--- config.mk ---
export PLATFORM = sky130hd
export DESIGN_NAME = nibble_sequence_matcher
export DESIGN_NICKNAME = d
export VERILOG_FILES = /design/src/rtl/nibble_sequence_matcher.sv
export SDC_FILE = /design/constraint.sdc
export NUM_CORES = 1
export LEC_CHECK = 0
export CORE_MARGIN = 2
export CORE_UTILIZATION = 35
export DETAILED_ROUTE_END_ITERATION = 8
export GPL_TIMING_DRIVEN = 0
export SLEW_MARGIN = 20
export SYNTH_ARGS = -nofsm -noshare
export SYNTH_HDL_FRONTEND = slang
export SYNTH_SLANG_ARGS = --single-unit
--- constraint.sdc ---
create_clock -name clk -period 4.55 [get_ports clk]
set_input_delay 1.365 -clock clk [delete_from_list [all_inputs] [get_ports clk]]
set_output_delay 1.365 -clock clk [all_outputs]
set_load 0.05 [all_outputs]
--- src/rtl/nibble_sequence_matcher.sv ---
// Registered detector for a programmable sequence of 4-bit digits, with a
// match pulse, a progress index and a saturating match counter.
module nibble_sequence_matcher #(
  parameter int N_DIGITS = 4,
  parameter int CNT_W    = 8
) (
  input  logic             clk,
  input  logic             rst,
  input  logic             key_load,
  input  logic [3:0]       key_in,
  input  logic             din_valid,
  input  logic [3:0]       din,
  output logic             match,
  output logic [2:0]       progress,
  output logic [CNT_W-1:0] match_count
);

  localparam logic [2:0] LAST_IDX = 3'(N_DIGITS - 1);

  logic [3:0]       key [N_DIGITS];
  logic [2:0]       idx;
  logic             match_q;
  logic [CNT_W-1:0] count_q;
  logic [3:0]       key_sel;
  logic             eq;
  logic             eq_first;
  logic             count_full;

  // Select the digit expected next; idx never exceeds N_DIGITS-1.
  always_comb begin
    key_sel = key[0];
    for (int i = 0; i < N_DIGITS; i++) begin
      if (idx == 3'(i)) key_sel = key[i];
    end
  end

  assign eq         = (din == key_sel);
  assign eq_first   = (din == key[0]);
  assign count_full = &count_q;

  // Key shift register: new digits enter at the top, oldest ends in key[0].
  always_ff @(posedge clk or posedge rst) begin
    if (rst) begin
      for (int i = 0; i < N_DIGITS; i++) key[i] <= 4'd0;
    end else if (key_load) begin
      for (int i = 0; i < N_DIGITS - 1; i++) key[i] <= key[i+1];
      key[N_DIGITS-1] <= key_in;
    end
  end

  // Matching index, pulse and counter; a key load restarts matching.
  always_ff @(posedge clk or posedge rst) begin
    if (rst) begin
      idx     <= 3'd0;
      match_q <= 1'b0;
      count_q <= '0;
    end else begin
      match_q <= 1'b0;
      if (key_load) begin
        idx <= 3'd0;
      end else if (din_valid) begin
        if (eq && idx == LAST_IDX) begin
          idx     <= 3'd0;
          match_q <= 1'b1;
          if (!count_full) count_q <= count_q + 1'b1;
        end else if (eq) begin
          idx <= idx + 3'd1;
        end else begin
          idx <= eq_first ? 3'd1 : 3'd0;
        end
      end
    end
  end

  assign match       = match_q;
  assign progress    = idx;
  assign match_count = count_q;

endmodule

==> run metrics <==
Pwr Density=285 nW/um^2; clk root buf=clkbuf_8; Hold Startpoint=match_count[4]; Worst Hold Path EP=match_count[4]; #FFs+latches synth=28; Switching Share=0.294; Worst path max stage delay=0.57 ns; clock share of power=0.232; status=finished clean; drt wl/cell=15.5 microns; post-synthesis instance total=149; antenna-violating nets left=0; top_reg_cell synth=dfrtp_1; crit end category=flip-flop; Worst Slack Setup Final=1.28 ns; largest fanout on the critical path=7; clock sink count=28; Slew headroom=0.595; remaining global-route overflow=0; Clock Latency Late Sink=0.27 ns; vias in the first global route=1248; number of synthesized flops with an enable pin=0; Seq pwr share=0.511; Avg Cell Area, Syn=11.3 sq um; Ys Warns=0; worst vdd ir=0.0970 mV; Synth cell types=45; postcts setup bufs=0; max cap viols=0; Filler Cells Inserted=455; P&R area growth vs syn=20.1%; total wire length=3.55 mm; reg2reg end=match_count[1]; Max Clock Skew=0.00201 ns; area share of fa/ha/maj cells after synthesis=0.0371; aggregate negative setup slack=0 ns; largest family of logic cells by synthesized area=simple AND/OR/NAND/NOR gates; worst slew pin tran=0.608 ns; dpl ws=0.982 ns; XOR/XNOR Fraction of Synth Area=0.0676; post_cts resized=0; Tot Pwr=0.000578 W; cts hold-fix bufs=0; clock period minus worst slack=3.27 ns; # setup viols final=0; Post-Place Cells=226; RSZ-0062 raised after global routing=false; port buffer count=23; Die W=73.4 microns; Setup CP Type=input pin to flip-flop; Worst Path Required=4.71 ns; CTS H-tree lvls=1; routability cong.=0.876; first-pass GRT wire length=6.00 mm; worst-path cell chain=clkdlybuf4s50_1, xnor2_1, nand3_1, o31ai_4, nor3b_2, nand4_1, mux2_1; switching pwr=0.000170 W; final period utilization=0.719; highest attainable clock frequency=305 MHz; syn nets=166; Int Pwr=0.000408 W; sequential area share after synthesis=0.416; synthesized area=1690 sq um; Arr. time, crit path=3.43 ns; DIE AREA=5390 sq um; Total GRT Usage=0.144; core area=4690 sq um; Die Y=73.4 microns; Clock Path Buffers=2; initial antenna violation count=0; logic gate share of total power=0.257; Leak Pwr=0.835 nW; Initial Util=0.359; Detail Placement HPWL=2.65 mm; largest net degree at the start of global routing=29; post-synthesis simple-gate area fraction=0.233; total CTS buffers=3; slowest cell on the critical path=clkdlybuf4s50_1; Post-Layout Cell Count=229; drt first-iter violations=62; clock input transition at the sequential cells of the worst setup and hold paths=0.09 ns; Synth Area in Compound Gates=0.103; Worst Hold Depth=1; proportion of synthesized area in mux cells=0.114; Final Hold Violating Endpoints=0; HP Class=flip-flop to flip-flop; Final Max Slew Viols=0; # nets final=194; antenna diode count=0; ys async rst share=1.00; via/cell ratio=5.37; Worst R2R Path Depth=8; Core Util, Final=0.431; fraction of layout cells with a size suffix above 1=0.194; reg2reg start=progress[1]; crit start category=input pin; Rows=25; CTS tree=yes; FF-to-FF setup slack=1.69 ns; Ports=24; drt drc=0; via count=1230; drt pass-1 iters=4
==> worst max-delay path: cells and delay by family <==
kind / cells / cell delay [ns]
AND/OR/NAND/NOR: 3 / 0.85
buffers and inverters: 1 / 0.57
AO/OA/AOI/OAI: 1 / 0.10
multiplexers: 1 / 0.38
XOR/XNOR: 1 / 0.16
==> flip-flops by register name (all words and copies together) (netlist names) <==
| register | count |
|---|---|
| key | 16 |
| match_count | 8 |
| progress | 3 |
| match | 1 |
==> kinds of logic after synthesis <==
group,after synthesis
simple gates,53
flops,28
compound gates,22
mux,17
xor+xnor,13
buf+inv,11
fa+ha+maj,5
==> cells in the mapped netlist (3+ instances only) <==
cell / number / area share
dfrtp_1: 28 / 0.42
nand2b_1: 5 / 0.019
nor2b_1: 5 / 0.019
o21ai_0: 5 / 0.015
inv_1: 6 / 0.013
nand4b_1: 3 / 0.016
xnor2_1: 3 / 0.016
xor2_1: 10 / 0.052
nand2_1: 4 / 0.0089
nand3_1: 6 / 0.018
a21oi_1: 4 / 0.012
clkbuf_1: 3 / 0.0067
nor3_1: 6 / 0.018
ha_1: 5 / 0.037
mux2_2: 16 / 0.11
nand4_1: 3 / 0.011
==> final cells by class <==
cell class                      count  area, sq um  share of cell area
Inverter                            6         22.5              0.0111
Multi-Input combinational cell    110          935               0.462
Timing Repair Buffer               23          230               0.114
Tap cell                           54         67.6              0.0334
Sequential cell                    28          701               0.346
Clock buffer                        3         41.3              0.0204
Buffer                              5         27.5              0.0136
==> stage by stage <==
stage	area [sq um]	hold WS, ns
5_1_grt	2020	0.550
4_1_cts	2020	0.528
3_5_place_dp	1980	0.509
2_1_floorplan	1690	0.471
3_3_place_gp	1980	0.498
6_report	2020	0.519
==> cells in the final DEF, fill, tap and decap left out, drive strengths merged, types with 4 or more instances in the layout <==
cell | synthesis | routed
a21oi | 5 | 5
nor3 | 7 | 7
ha | 5 | 5
nand3 | 6 | 6
o21ai | 5 | 5
nand2 | 4 | 4
clkbuf | 3 | 6
xor2 | 10 | 10
nor2b | 5 | 5
clkdlybuf4s50 | 0 | 23
mux2 | 17 | 17
inv | 6 | 6
nand2b | 5 | 5
dfrtp | 28 | 28
==> power groups by stage <==
stage	registers [W]	logic, W	clock network, W
5_1_grt	0.000300	0.000164	0.000148
3_3_place_gp	0.000300	0.000145	0
4_1_cts	0.000296	0.000150	0.000140
3_5_place_dp	0.000301	0.000149	0
2_1_floorplan	0.000299	0.000109	0
6_report	0.000296	0.000149	0.000134
==> routing by layer <==
layer  wire [microns]  up-vias  GRT usage
met1             1640      613      0.186
met2             1790       21      0.248
met3               85        4     0.0165
met4               46        0     0.0485
li1                 -      592          -
met5                0        -          0
==> worst max path at each step <==
stage / end / startpoint / slack [ns]
2_1_floorplan: match_count[1] / din[0] / 1.83
3_3_place_gp: match_count[1] / din[2] / 1.04
3_5_place_dp: match_count[1] / din[1] / 0.98
4_1_cts: match_count[1] / din[1] / 1.28
5_1_grt: match_count[1] / din[3] / 1.14
6_report: match_count[1] / din[2] / 1.28
Power figures use the tool's default switching activity.
